<file path="src/rtl/cond_unit_pkg.sv">
// Shared definitions for the condition unit: ARM condition codes and NZCV/FlagW bit positions.
package cond_unit_pkg;

  localparam logic [3:0] COND_EQ   = 4'b0000;
  localparam logic [3:0] COND_NE   = 4'b0001;
  localparam logic [3:0] COND_CS   = 4'b0010;
  localparam logic [3:0] COND_CC   = 4'b0011;
  localparam logic [3:0] COND_MI   = 4'b0100;
  localparam logic [3:0] COND_PL   = 4'b0101;
  localparam logic [3:0] COND_VS   = 4'b0110;
  localparam logic [3:0] COND_VC   = 4'b0111;
  localparam logic [3:0] COND_HI   = 4'b1000;
  localparam logic [3:0] COND_LS   = 4'b1001;
  localparam logic [3:0] COND_GE   = 4'b1010;
  localparam logic [3:0] COND_LT   = 4'b1011;
  localparam logic [3:0] COND_GT   = 4'b1100;
  localparam logic [3:0] COND_LE   = 4'b1101;
  localparam logic [3:0] COND_AL   = 4'b1110;
  localparam logic [3:0] COND_RSVD = 4'b1111;

  localparam int FLAG_N = 3;
  localparam int FLAG_Z = 2;
  localparam int FLAG_C = 1;
  localparam int FLAG_V = 0;

  localparam int FW_NZ = 1;
  localparam int FW_CV = 0;

endpackage

</file>
<file path="src/rtl/cond_unit_if.sv">
// Decoder/ALU-to-condition-unit bundle: instruction strobes in, gated strobes and flag state out.
interface cond_unit_if;

  logic       ValidIn;
  logic       Stall;
  logic [3:0] Cond;
  logic [3:0] ALUFlags;
  logic [1:0] FlagW;
  logic       PCS;
  logic       RegW;
  logic       MemW;
  logic       NoWrite;

  logic       ValidOut;
  logic       CondEx;
  logic       PCSrc;
  logic       RegWrite;
  logic       MemWrite;
  logic [3:0] Flags;
  logic       IllegalCond;

  modport master (
    output ValidIn, Stall, Cond, ALUFlags, FlagW, PCS, RegW, MemW, NoWrite,
    input  ValidOut, CondEx, PCSrc, RegWrite, MemWrite, Flags, IllegalCond
  );

  modport slave (
    input  ValidIn, Stall, Cond, ALUFlags, FlagW, PCS, RegW, MemW, NoWrite,
    output ValidOut, CondEx, PCSrc, RegWrite, MemWrite, Flags, IllegalCond
  );

endinterface

</file>
<file path="src/rtl/cond_unit_check.sv">
// Pure combinational ARM condition evaluator: Cond x NZCV -> pass. Reserved code 1111 never passes.
module cond_check
  import cond_unit_pkg::*;
(
  input  logic [3:0] cond,
  input  logic [3:0] nzcv,
  output logic       pass
);

  logic n, z, c, v;

  assign n = nzcv[FLAG_N];
  assign z = nzcv[FLAG_Z];
  assign c = nzcv[FLAG_C];
  assign v = nzcv[FLAG_V];

  always_comb begin
    pass = 1'b0;
    case (cond)
      COND_EQ: pass = z;
      COND_NE: pass = ~z;
      COND_CS: pass = c;
      COND_CC: pass = ~c;
      COND_MI: pass = n;
      COND_PL: pass = ~n;
      COND_VS: pass = v;
      COND_VC: pass = ~v;
      COND_HI: pass = c & ~z;
      COND_LS: pass = ~c | z;
      COND_GE: pass = (n == v);
      COND_LT: pass = (n != v);
      COND_GT: pass = ~z & (n == v);
      COND_LE: pass = z | (n != v);
      COND_AL: pass = 1'b1;
      default: pass = 1'b0;
    endcase
  end

endmodule

</file>
<file path="src/rtl/cond_unit.sv">
// Condition unit: NZCV register, condition gating of write/branch strobes, one registered output stage.
// Optional executed/squashed counters are enabled by defining COND_STATS_EN.
module cond_unit
  import cond_unit_pkg::*;
#(
  parameter int         CNT_W     = 16,
  parameter logic [3:0] FLAGS_RST = 4'b0000
) (
  input  logic             clk,
  input  logic             rst_n,
  cond_unit_if.slave       bus
`ifdef COND_STATS_EN
  ,
  output logic [CNT_W-1:0] ExecCount,
  output logic [CNT_W-1:0] SquashCount
`endif
);

  if (CNT_W < 2) begin : g_bad_cnt_w
    $error("CNT_W must be at least 2");
  end

  logic       accept;
  logic       pass;
  logic [3:0] flags_reg;
  logic [3:0] flags_next;
  logic       valid_reg;
  logic       condex_reg;
  logic       pcsrc_reg;
  logic       regwrite_reg;
  logic       memwrite_reg;
  logic       illegal_reg;

  cond_check u_check (
    .cond (bus.Cond),
    .nzcv (flags_reg),
    .pass (pass)
  );

  assign accept = bus.ValidIn & ~bus.Stall;

  // FlagW bit gi owns the flag pair at [2*gi+1:2*gi]: FW_NZ -> {N,Z}, FW_CV -> {C,V}.
  for (genvar gi = 0; gi < 2; gi++) begin : g_flag_pair
    assign flags_next[2*gi +: 2] = (accept && pass && bus.FlagW[gi])
                                   ? bus.ALUFlags[2*gi +: 2]
                                   : flags_reg[2*gi +: 2];
  end

  always_ff @(posedge clk or negedge rst_n) begin
    if (!rst_n) begin
      flags_reg    <= FLAGS_RST;
      valid_reg    <= 1'b0;
      condex_reg   <= 1'b0;
      pcsrc_reg    <= 1'b0;
      regwrite_reg <= 1'b0;
      memwrite_reg <= 1'b0;
      illegal_reg  <= 1'b0;
    end else begin
      flags_reg <= flags_next;
      if (accept && bus.Cond == COND_RSVD) begin
        illegal_reg <= 1'b1;
      end
      if (!bus.Stall) begin
        valid_reg    <= accept;
        condex_reg   <= accept & pass;
        pcsrc_reg    <= accept & pass & bus.PCS;
        regwrite_reg <= accept & pass & bus.RegW & ~bus.NoWrite;
        memwrite_reg <= accept & pass & bus.MemW;
      end
    end
  end

  assign bus.ValidOut    = valid_reg;
  assign bus.CondEx      = condex_reg;
  assign bus.PCSrc       = pcsrc_reg;
  assign bus.RegWrite    = regwrite_reg;
  assign bus.MemWrite    = memwrite_reg;
  assign bus.Flags       = flags_reg;
  assign bus.IllegalCond = illegal_reg;

`ifdef COND_STATS_EN
  logic [CNT_W-1:0] exec_cnt_reg;
  logic [CNT_W-1:0] squash_cnt_reg;

  always_ff @(posedge clk or negedge rst_n) begin
    if (!rst_n) begin
      exec_cnt_reg   <= '0;
      squash_cnt_reg <= '0;
    end else if (accept) begin
      if (pass && !(&exec_cnt_reg)) begin
        exec_cnt_reg <= exec_cnt_reg + 1'b1;
      end
      if (!pass && !(&squash_cnt_reg)) begin
        squash_cnt_reg <= squash_cnt_reg + 1'b1;
      end
    end
  end

  assign ExecCount   = exec_cnt_reg;
  assign SquashCount = squash_cnt_reg;
`endif

endmodule

</file>
<file path="src/flat_wrapper.sv">
// flat-port wrapper written by rule: the top's interface ports become plain ports
module cond_unit_flat import cond_unit_pkg::*;
#(
  parameter int         CNT_W     = 16,
  parameter logic [3:0] FLAGS_RST = 4'b0000
)
  (clk, rst_n, bus_ValidIn, bus_Stall, bus_Cond, bus_ALUFlags, bus_FlagW, bus_PCS, bus_RegW, bus_MemW, bus_NoWrite, bus_ValidOut, bus_CondEx, bus_PCSrc, bus_RegWrite, bus_MemWrite, bus_Flags, bus_IllegalCond);
  cond_unit_if bus_i ();
  input  logic clk;
  input  logic rst_n;
  input wire logic [$bits(bus_i.ValidIn)-1:0] bus_ValidIn;
  input wire logic [$bits(bus_i.Stall)-1:0] bus_Stall;
  input wire logic [$bits(bus_i.Cond)-1:0] bus_Cond;
  input wire logic [$bits(bus_i.ALUFlags)-1:0] bus_ALUFlags;
  input wire logic [$bits(bus_i.FlagW)-1:0] bus_FlagW;
  input wire logic [$bits(bus_i.PCS)-1:0] bus_PCS;
  input wire logic [$bits(bus_i.RegW)-1:0] bus_RegW;
  input wire logic [$bits(bus_i.MemW)-1:0] bus_MemW;
  input wire logic [$bits(bus_i.NoWrite)-1:0] bus_NoWrite;
  output wire logic [$bits(bus_i.ValidOut)-1:0] bus_ValidOut;
  output wire logic [$bits(bus_i.CondEx)-1:0] bus_CondEx;
  output wire logic [$bits(bus_i.PCSrc)-1:0] bus_PCSrc;
  output wire logic [$bits(bus_i.RegWrite)-1:0] bus_RegWrite;
  output wire logic [$bits(bus_i.MemWrite)-1:0] bus_MemWrite;
  output wire logic [$bits(bus_i.Flags)-1:0] bus_Flags;
  output wire logic [$bits(bus_i.IllegalCond)-1:0] bus_IllegalCond;
  assign bus_i.ValidIn = bus_ValidIn;
  assign bus_i.Stall = bus_Stall;
  assign bus_i.Cond = bus_Cond;
  assign bus_i.ALUFlags = bus_ALUFlags;
  assign bus_i.FlagW = bus_FlagW;
  assign bus_i.PCS = bus_PCS;
  assign bus_i.RegW = bus_RegW;
  assign bus_i.MemW = bus_MemW;
  assign bus_i.NoWrite = bus_NoWrite;
  assign bus_ValidOut = bus_i.ValidOut;
  assign bus_CondEx = bus_i.CondEx;
  assign bus_PCSrc = bus_i.PCSrc;
  assign bus_RegWrite = bus_i.RegWrite;
  assign bus_MemWrite = bus_i.MemWrite;
  assign bus_Flags = bus_i.Flags;
  assign bus_IllegalCond = bus_i.IllegalCond;
  cond_unit #(.CNT_W(CNT_W), .FLAGS_RST(FLAGS_RST)) u_core (.clk(clk), .rst_n(rst_n), .bus(bus_i));
endmodule
</file>
<file path="config.mk">
export PLATFORM = sky130hd
export DESIGN_NAME = cond_unit_flat
export DESIGN_NICKNAME = d
export VERILOG_FILES = /design/src/rtl/cond_unit_pkg.sv /design/src/rtl/cond_unit_if.sv /design/src/rtl/cond_unit_check.sv /design/src/rtl/cond_unit.sv /design/src/flat_wrapper.sv
export SDC_FILE = /design/constraint.sdc
export NUM_CORES = 1
export LEC_CHECK = 0
export BUFFER_PORTS_ARGS = -buffer_cell sky130_fd_sc_hd__buf_2
export CELL_PAD_IN_SITES_DETAIL_PLACEMENT = 1
export CELL_PAD_IN_SITES_GLOBAL_PLACEMENT = 1
export CORE_MARGIN = 2
export CORE_UTILIZATION = 34
export DETAILED_ROUTE_END_ITERATION = 8
export GPL_TIMING_DRIVEN = 0
export PLACE_DENSITY_LB_ADDON = 0.1
export SYNTH_ARGS = -nofsm -noshare
export SYNTH_HDL_FRONTEND = slang
export SYNTH_HIERARCHICAL = 1
export SYNTH_SLANG_ARGS = --single-unit
</file>
<file path="constraint.sdc">
create_clock -name clk -period 3.65 [get_ports clk]
set_input_delay 0.365 -clock clk [delete_from_list [all_inputs] [get_ports clk]]
set_output_delay 0.365 -clock clk [all_outputs]
set_load 0.005 [all_outputs]
</file>
Yosys cells after proc, flatten, opt, wreduce, memory -nomap -nowiden
Cells that the tools add are included.
{"block": "word_totals", "latch_bits": 0, "ram_bits": 0, "reg_bits": 10, "mem_bits_ro": 0, "mem_count": 0}
{"block": "classes", "bitwise_logic": 16, "shift": 0, "n_reduce_logical": 5, "n_div": 0, "addsub": 0, "muxes": 1, "n_mul": 0, "n_lt_le_gt_ge": 0, "n_eq_ne": 17}
{"cell": "== test 4 bit (second input constant)", "count": 8}
{"cell": "== test 4 x 3 -> 1 bit (second input constant)", "count": 4}
{"cell": "one-hot mux 1 bit (15 select lines)", "count": 1}
{"cell": "bitwise AND 1 bit", "count": 8}
{"cell": "== test 4 x 2 -> 1 bit (second input constant)", "count": 2}
{"cell": "inverter 1 bit", "count": 6}
{"cell": "== test 4 x 1 -> 1 bit (second input constant)", "count": 1}
{"cell": "logical AND 1 bit", "count": 4}
{"cell": "logical NOT 4 bit", "count": 1}
{"cell": "bitwise OR 1 bit", "count": 2}
{"cell": "== test 1 bit", "count": 1}
{"cell": "inequality test 1 bit", "count": 1}

Depth between registers and ports, before layout
Gate-level depths: netlist (run 1).
{"block": "logic_depth", "ltp_word": 6, "ltp_mapped": 7, "depth_no_buf": 6}

By module
Netlist (run 1), hierarchy kept.
{"module": "cond_unit", "n_inst": 1, "area_each_um2": 389.1, "seq_area_each_um2": 250.2, "cells_per_inst": 27}
{"module": "cond_check", "n_inst": 1, "area_each_um2": 193.9, "seq_area_each_um2": 0.0, "cells_per_inst": 28}

Worst setup path before layout (run 1)
Ideal clock, no wire load.
{"block": "synth_path", "path_type": "register to register", "from": "register u_core.flags_reg[3], in the netlist u_core/bus.Flags[3]", "to": "register u_core.regwrite_reg, in the netlist u_core/bus.RegWrite", "synth_period_minus_slack_ns": 1.886, "path_slack_ns": 1.764, "arrival_time_ns": 1.764, "t_required_ns": 3.529, "path_stages_with_launch": 7, "setup_ns": 0.121, "n_path_buf": 0, "cell_sequence": "dfrtp_1 > xnor2_2 > o22ai_1 > a211o_1 > a211o_1 > and3b_2 > a32o_1"}
{"block": "synth_via", "elab_chain_cells": 6, "elab_cells_between_ends": 9, "cone_classes": "eq/ne: 2; mux: 1; bitwise: 6"}
{"element": "start: declaration", "line_no": "cond_unit.sv:25", "source": "logic [3:0] flags_reg;"}
{"element": "start signal: assignment", "line_no": "cond_unit.sv:59", "source": "flags_reg <= flags_next;"}
{"element": "inequality test 1 bit or == test 1 bit (tied branches)"}
{"element": "bitwise OR 1 bit or bitwise AND 1 bit (tied branches)", "line_no": "cond_unit_check.sv:33, cond_unit_check.sv:32"}
{"element": "one-hot mux 1 bit (15 select lines) *", "line_no": "cond_unit_check.sv:19", "source": "case (cond)"}
{"element": "net u_core.pass", "line_no": "cond_unit.sv:24", "source": "logic pass;"}
{"element": "bitwise AND 1 bit * (3 in a row)", "line_no": "cond_unit.sv:67", "source": "regwrite_reg <= accept & pass & bus.RegW & ~bus.NoWrite;"}
{"element": "end signal: assignment", "line_no": "cond_unit.sv:67"}
{"element": "end: declaration", "line_no": "cond_unit.sv:30", "source": "logic regwrite_reg;"}
The timed path passes the listed nets; every way through them passes the cells marked *.
A chain may end at the register's enable or synchronous reset.

Final worst setup path (run 1)
Same ends and word-level chain as after synthesis.

==> results of run 1 <==
==> worst paths after layout <==
path / startpoint / endpoint / slack (ns)
min in group asynchronous: rst_n / u_core/bus.Flags[1] / 0.53
worst min register to register: u_core/bus.CondEx / u_core/bus.CondEx / 0.48
worst min-delay path: bus_ALUFlags[3] / u_core/bus.Flags[3] / 0.32
worst max-delay path: u_core/bus.Flags[3] / u_core/bus.RegWrite / 1.57
max in group asynchronous: rst_n / u_core/bus.IllegalCond / 2.93
worst max register to register: u_core/bus.Flags[3] / u_core/bus.RegWrite / 1.57
==> area by class of cell <==
cell class	count	area, µm²
multi-input cells	42	320
flip-flops and latches	10	250
plain buffers	2	8.76
fillers	200	788
well taps	16	20.0
inverters	1	3.75
clock buffers	3	22.5
repair buffers	28	145
==> per-stage QoR <==
step	cells	power, mW
final	102	0.381
after global routing	102	0.411
after CTS	102	0.385
after detailed placement	98	0.309
after global placement	98	0.301
after floorplan	55	0.247
==> synthesized netlist by cell type, types with 2 or more instances <==
cell type | n | share of area (%)
nand2_1 | 4 | 2.6
nand2b_1 | 3 | 3.2
a22o_1 | 2 | 3.0
dfrtp_1 | 10 | 43
nand4b_1 | 2 | 3.0
a21oi_1 | 3 | 2.6
nor3_1 | 2 | 1.7
mux2_1 | 4 | 7.7
a211o_1 | 2 | 3.0
o211ai_1 | 2 | 2.6
nor2_1 | 2 | 1.3
==> routing by layer <==
metal	part of all wire (%)	vias to the layer above	GRT usage (%)
met2	52	15	31.5
li1	-	275	-
met1	42	278	24.0
met3	4.4	4	3.57
met5	0	-	0
met4	1.1	0	8.82
==> critical path, delay by kind of cell, from the launching register on <==
family	cells	cell delay, ns
compound gates	4	0.98
simple gates	1	0.25
flops	1	0.47
xor+xnor	1	0.26
==> power by group through the flow <==
stage	clock network [mW]	logic [mW]	registers, mW
floorplan	0	0.0785	0.169
global placement	0	0.129	0.172
detailed placement	0	0.135	0.174
CTS	0.0769	0.137	0.172
global route	0.0826	0.150	0.179
finish	0.0728	0.136	0.172
==> kinds of logic after synthesis <==
kind of cell	after synthesis
buffers and inverters	3
flip-flops	10
XOR/XNOR	2
multiplexers	5
AO/OA/AOI/OAI	16
AND/OR/NAND/NOR	19
==> placed cells by master, fill, tap and decap left out, drive strengths merged, types with 2 or more instances in the layout <==
master,n
a22o,2
nand4b,2
nor2,2
buf,28
nand2b,3
clkbuf,4
o211ai,2
nand2,4
mux2,5
a21oi,3
nor3,2
a211o,2
and3b,2
dfrtp,10
==> sequential cells by signal (all words and copies together), names as in the netlist <==
signal                  flops
u_core/bus.ValidOut         1
u_core/bus.RegWrite         1
u_core/bus.CondEx           1
u_core/bus.IllegalCond      1
u_core/bus.Flags            4
u_core/bus.MemWrite         1
u_core/bus.PCSrc            1
==> results.cfg, run 1 <==
[status]
status = complete, no violations

[worst_setup_path]
cp_slowest_cell = dfrtp_1
cp-start-kind = register
endpoint_kind = register
r2r_cells = 6
cp_max_fo = 7
critPathRequiredTime_ns = 3.79
crit_type = reg2reg
cp.arrival_ns = 2.22
crit_top_cell = a211o_1
path_cells = xnor2_2 > o22ai_1 > a211o_1 > a211o_1 > and3b_2 > a32o_1
max_stage_delay_ns = 0.47

[final_layout]
n_antenna_cell = 0
finalInstanceArea_um2 = 771
utilization_pct = 49.4
nets = 106
areaGrowthSynthToFinish_pct = 32.2
drive_gt1_share_pct = 39.5

[timing]
fin_skew_ns = 0.00207
tns_ns = 0
fin_hold_ws_ns = 0.317
finalCriticalPeriod_ns = 2.08
worstMarginPinSlew_ns = 0.294
hold_viol_final = 0
finalCritPeriodShare_pct = 56.9
rsz0062_at_grt = no
slew_viol_final = 0
setup_slack_ns = 1.57
fmax_mhz = 482
max_slew_margin_pct = 80.4
setup_viol = 0

[global_route]
grt_pass1_vias = 588
gr-usage-all-layers_pct = 19.2
grt_first_pass_wirelength_um = 2760
overflow = 0
grt_max_degree = 11
antenna_found_initial = 0

[die]
start_util_pct = 37.4
die_w_um = 45.4
die_h_um = 45.4
io-pin-count = 28
rows = 14
coreArea_mm2 = 0.00156
fp.dieArea_mm2 = 0.00206

[routing]
drtPass1Iterations = 3
wl_um = 1580
via_count = 572
first_iter_violations = 6
ant_nets = 0
viasPerCell = 5.61
wire_per_inst_um = 15.5
route.detailed.drc = 0

[placement]
post-place-ws_ns = 1.54
placed_area_um2 = 738
gp_congestion = 0.720
hpwl_um = 1230
port_buffers = 27

[logic_synthesis]
seq_area_frac_synth_pct = 42.9
yosys.area_share.simple_pct = 19.7
synth_edf_count = 0
synthesis.area_um2 = 583
ys.flop_type = dfrtp_1
ys_types = 30
synthCells = 55
synth_top_family_by_area = compound AO/OA/AOI/OAI gates
synth_nets = 73
async_flop_share_pct = 100
ys_warn_count = 6
synth_mux_area_share_pct = 10.3
synth-seq-cells = 10
synth-xor-area-share_pct = 4.29
synth.avg_cell_area_um2 = 10.6
synth_compound_gate_area_share_pct = 20.6
synth_adder_area_share_pct = 0

[clocking]
cts_setup_buffers = 0
cts_tree = done
cts_made_buffers = 3
root_buffer = clkbuf_4
cts.path.max_buffers = 2
post_cts_resized = 0
clk_pin_slew_ns = 0.06
cts_sinks = 10
cts_hold_buf = 1
htreeDepth = 1
clk_latency_ns = 0.26

[hold_path]
whs_path_depth = 2
hold_path_class = in2reg

[pwr]
p_seq_share_pct = 45.2
p_clk_share_pct = 19.1
power.density_mw_per_mm2 = 494
p_leak_nw = 0.393
pwr-share-comb_pct = 35.7
intPower_mw = 0.250
swShare_pct = 34.2
p_sw_mw = 0.130
ir_worst_vdd_mv = 0.275

[run]
maxCapViolCount = 0
Note: power is estimated with default switching activity, not from simulation.
==> run 2, diff against run 1 <==
--- a/config.mk
+++ b/config.mk
@@ -9,7 +9,7 @@
 export CELL_PAD_IN_SITES_DETAIL_PLACEMENT = 1
 export CELL_PAD_IN_SITES_GLOBAL_PLACEMENT = 1
 export CORE_MARGIN = 2
-export CORE_UTILIZATION = 34
+export CORE_UTILIZATION = 32
 export DETAILED_ROUTE_END_ITERATION = 8
 export GPL_TIMING_DRIVEN = 0
 export PLACE_DENSITY_LB_ADDON = 0.1
==> constraint.sdc (replaced) <==
create_clock -name clk -period 2.15 [get_ports clk]
set_input_delay 0.215 -clock clk [delete_from_list [all_inputs] [get_ports clk]]
set_output_delay 0.215 -clock clk [all_outputs]
set_load 0.005 [all_outputs]
==> run 2 against run 1 <==
Via count is 0.52% higher. Sequential cell count did not move. Sequential power increased by 68%. Core utilization down 4.1 points. Clock-buffer cell count unchanged. Critical path depth did not move. Clock power is 68% higher. Global-route usage decreased by 4.4 points. Non-clock buffer count unchanged. Wire length fell by 11%. Cell count up 8.8%. Cell area is 1.5% higher. Critical path type unchanged.
==> results.cfg, run 2 (synthesized netlist as in run 1, its figures left out) <==
[final_layout]
n_antenna_cell = 0
register_area_um2 = 250
nets = 106
final_common_cell = buf_2
final_cell_mix = buf_2 (28), dfrtp_1 (10), mux2_1 (4), nand2_1 (4)
multi_input_area_um2 = 320
finalInstanceArea_um2 = 782
final_cells = 111
drive_gt1_share_pct = 39.5
largest_reg_flops = 4
fill_cells = 226
areaGrowthSynthToFinish_pct = 34.1

[global_route]
grt_pass1_vias = 507
antenna_found_initial = 0
grt_first_pass_wirelength_um = 2230
gr-usage-all-layers_pct = 14.7
overflow = 0
grt_max_degree = 11

[routing]
wl_um = 1410
via_count = 575
viasPerCell = 5.18
drtPass1Iterations = 3
wire_per_inst_um = 12.7
route.detailed.drc = 0
first_iter_violations = 1
ant_nets = 0

[die]
die_w_um = 46.7
fp.dieArea_mm2 = 0.00218
start_util_pct = 33.8
die_h_um = 46.7
coreArea_mm2 = 0.00173
rows = 15
io-pin-count = 28

[clocking]
cts_setup_buffers = 0
cts_made_buffers = 3
cts_tree = done
cts_hold_buf = 1
cts.path.max_buffers = 2
htreeDepth = 1
root_buffer = clkbuf_4
clk_latency_ns = 0.25
post_cts_resized = 0
cts_sinks = 10
clk_pin_slew_ns = 0.06

[worst_setup_path]
cp_slowest_cell = dfrtp_1
max_stage_delay_ns = 0.47
rrSetupSlack_ns = 0.12
endpoint_kind = register
cp.arrival_ns = 2.17
crit_top_cell = a211o_1
crit_type = reg2reg
cp-start-kind = register
cp_max_fo = 7
critPathRequiredTime_ns = 2.30
path_cells = xnor2_2 > o22ai_1 > a211o_1 > a211o_1 > and3b_2 > a32o_1

[timing]
setup_viol = 0
hold_viol_final = 0
fmax_mhz = 494
finalCriticalPeriod_ns = 2.03
tns_ns = 0
rsz0062_at_grt = no
worstMarginPinSlew_ns = 0.316
max_slew_margin_pct = 78.9
finalCritPeriodShare_pct = 94.2
slew_viol_final = 0
fin_skew_ns = 0.00275
setup_slack_ns = 0.124

[pwr]
power.density_mw_per_mm2 = 812
p_leak_nw = 0.393
ir_worst_vdd_mv = 0.402

[status]
status = complete, no violations

[placement]
placed_area_um2 = 749
gp_congestion = 0.767
port_buffers = 27
post-place-ws_ns = 0.110
dp.cells = 107
hpwl_um = 1130

[hold_path]
hold_path_class = in2reg

[run]
maxCapViolCount = 0
-- run 2: cell counts in the layout (fill, tap and decap cells not counted) --
No cell type changed its count.
-- run 2: path summary, 6_finish.rpt --
path / startpoint / to / cells after the start
setup / recovery: u_core/bus.Flags[3] / u_core/bus.RegWrite / 6
hold / removal: bus_ALUFlags[1] / u_core/bus.Flags[1] / 2
setup reg to reg: u_core/bus.Flags[3] / u_core/bus.RegWrite / 6
hold reg to reg: u_core/bus.IllegalCond / u_core/bus.IllegalCond / 1
max in group asynchronous: rst_n / u_core/bus.Flags[3] / 2
min in group asynchronous: rst_n / u_core/bus.CondEx / 2
-- run 2: metal layers --
layer | track usage (%) | up-vias | wire (µm) | share of wire (%)
met5 | 0 | - | 0 | 0
li1 | - | 275 | - | -
met1 | 17.4 | 285 | 587 | 42
met3 | 1.96 | 2 | 67 | 4.8
met4 | 8.33 | 0 | 14 | 1.0
met2 | 25.3 | 13 | 737 | 52
-- run 2: report_power, final --
| part | total [mW] | internal, mW | switching [mW] |
|---|---|---|---|
| Sequential | 0.289 | 0.231 | 0.0585 |
| Combinational | 0.224 | 0.130 | 0.0941 |
| Clock | 0.122 | 0.0644 | 0.0579 |
| Total | 0.635 | 0.425 | 0.210 |
-- run 2: metrics by stage --
| stage | hold WS [ns] | utilization, % | power, mW |
|---|---|---|---|
| 3_5_place_dp | 0.0863 | 43.4 | 0.518 |
| 2_1_floorplan | -0.0806 | - | 0.420 |
| 5_1_grt | 0.163 | 45.3 | 0.686 |
| 3_3_place_gp | 0.0855 | 43.4 | 0.513 |
| 4_1_cts | 0.161 | 45.3 | 0.647 |
| 6_report | 0.167 | 45.3 | 0.635 |
-- run 2: cell type report --
class | count | share of cell area, %
multi-input cells | 42 | 41.0
flip-flops and latches | 10 | 32.0
repair buffers | 28 | 18.6
well taps | 25 | 4.00
clock buffers | 3 | 2.88
plain buffers | 2 | 1.12
inverters | 1 | 0.480
-- run 2: worst max-delay path: cells and delay by family (launching register included) --
family / cells / cell delay [ns]
flops: 1 / 0.47
compound gates: 4 / 0.98
simple gates: 1 / 0.24
xor+xnor: 1 / 0.24
==> run 3, diff against run 2 <==
--- a/config.mk
+++ b/config.mk
@@ -6,13 +6,11 @@
 export NUM_CORES = 1
 export LEC_CHECK = 0
 export BUFFER_PORTS_ARGS = -buffer_cell sky130_fd_sc_hd__buf_2
-export CELL_PAD_IN_SITES_DETAIL_PLACEMENT = 1
-export CELL_PAD_IN_SITES_GLOBAL_PLACEMENT = 1
 export CORE_MARGIN = 2
-export CORE_UTILIZATION = 32
+export CORE_UTILIZATION = 43
 export DETAILED_ROUTE_END_ITERATION = 8
 export GPL_TIMING_DRIVEN = 0
-export PLACE_DENSITY_LB_ADDON = 0.1
+export PLACE_DENSITY = 0.75
 export SYNTH_ARGS = -nofsm -noshare
 export SYNTH_HDL_FRONTEND = slang
 export SYNTH_HIERARCHICAL = 1
==> run 3 against run 2 <==
Clock skew is 0.0012 ns higher. Wire length fell by 17%. Global-route usage increased by 2.9 points.
==> results.cfg, run 3 (synthesized netlist as in run 1, its figures left out) <==
[die]
fp.dieArea_mm2 = 0.00167
coreArea_mm2 = 0.00128
start_util_pct = 45.4
rows = 13
die_w_um = 40.8
die_h_um = 40.8
io-pin-count = 28

[final_layout]
finalInstanceArea_um2 = 769
n_antenna_cell = 0
final_cells = 101
drive_gt1_share_pct = 39.5
largest_reg_flops = 4
nets = 106
final_cell_mix = buf_2 (28), dfrtp_1 (10), mux2_1 (4), nand2_1 (4)
areaGrowthSynthToFinish_pct = 32.0
final_common_cell = buf_2
utilization_pct = 59.9

[placement]
dp.cells = 97
hpwl_um = 907
placed_area_um2 = 737
gp_congestion = 0.651
port_buffers = 27
post-place-ws_ns = 0.155

[worst_setup_path]
crit_top_cell = a211o_1
worst-path-buf-inv = 0
cpLargestDelayFamily = compound AO/OA/AOI/OAI gates
endpoint_kind = register
crit_type = reg2reg
critPathRequiredTime_ns = 2.29
cp_slowest_cell = dfrtp_1
path_cells = xnor2_2 > o22ai_1 > a211o_1 > a211o_1 > and3b_2 > a32o_1
cp-start-kind = register
max_stage_delay_ns = 0.46
cp.arrival_ns = 2.15
cp_max_fo = 7

[global_route]
overflow = 0
grt_first_pass_wirelength_um = 1880
gr-usage-all-layers_pct = 17.6
grt_pass1_vias = 449
grt_max_degree = 11
antenna_found_initial = 0

[clocking]
clk_pin_slew_ns = 0.06
cts_tree = done
cts.path.max_buffers = 2
root_buffer = clkbuf_4
cts_made_buffers = 3
htreeDepth = 1
clk_latency_ns = 0.25
cts_sinks = 10
post_cts_resized = 0

[timing]
max_slew_margin_pct = 79.8
rsz0062_at_grt = no
worstMarginPinSlew_ns = 0.303
fmax_mhz = 496
fin_skew_ns = 0.00399
setup_viol = 0
slew_viol_final = 0
finalCriticalPeriod_ns = 2.01
tns_ns = 0
finalCritPeriodShare_pct = 93.7
fin_hold_ws_ns = 0.173
setup_slack_ns = 0.135
hold_viol_final = 0

[routing]
ant_nets = 0
viasPerCell = 5.37
drtPass1Iterations = 4
via_count = 542
route.detailed.drc = 0
wl_um = 1160
first_iter_violations = 11
wire_per_inst_um = 11.5

[pwr]
p_sw_mw = 0.203
power.density_mw_per_mm2 = 815
pwr-share-comb_pct = 35.3
swShare_pct = 32.3
p_clk_share_pct = 18.8
ir_worst_vdd_mv = 0.563
p_seq_share_pct = 45.9
p_leak_nw = 0.393
intPower_mw = 0.424
power.total_mw = 0.627

[status]
status = complete, no violations

[hold_path]
hold_path_class = in2reg

[run]
maxCapViolCount = 0
## run 3: cell counts in the layout (fill, tap and decap cells not counted)
No cell type changed its count.
## run 3: power by group through the flow
stage / registers, mW / logic, mW / clock network [mW]
final: 0.288 / 0.222 / 0.118
after detailed placement: 0.292 / 0.220 / 0
after global routing: 0.298 / 0.247 / 0.134
after floorplan: 0.287 / 0.133 / 0
after CTS: 0.289 / 0.222 / 0.124
after global placement: 0.290 / 0.216 / 0
## run 3: area by class of cell
class                   instances  area, µm²
fillers                       119        515
repair buffers                 28        145
plain buffers                   2       8.76
flip-flops and latches         10        250
inverters                       1       3.75
well taps                      15       18.8
multi-input cells              42        320
clock buffers                   3       22.5
## run 3: final timing paths
check / from / end / slack (ns) / depth (start not counted)
min in group asynchronous: rst_n / u_core/bus.ValidOut / 0.35 / 2
max in group asynchronous: rst_n / u_core/bus.Flags[1] / 1.61 / 2
setup reg to reg: u_core/bus.Flags[3] / u_core/bus.RegWrite / 0.14 / 6
hold reg to reg: u_core/bus.IllegalCond / u_core/bus.IllegalCond / 0.47 / 1
setup / recovery: u_core/bus.Flags[3] / u_core/bus.RegWrite / 0.14 / 6
hold / removal: bus_ALUFlags[3] / u_core/bus.Flags[3] / 0.17 / 2
## run 3: timing repair
item	in CTS	in global routing
buffers inserted	0	0
hold endpoints to repair	10	0
hold buffers	1	0
## run 3: layer usage
layer / part of all wire [%] / wire, µm / vias to the layer above / track usage, %
met2: 46 / 539 / 27 / 27.3
met1: 45 / 524 / 242 / 22.8
met3: 8.4 / 98 / 0 / 3.26
met4: 0 / 0 / 0 / 10.0
met5: 0 / 0 / - / 0
li1: - / - / 273 / -
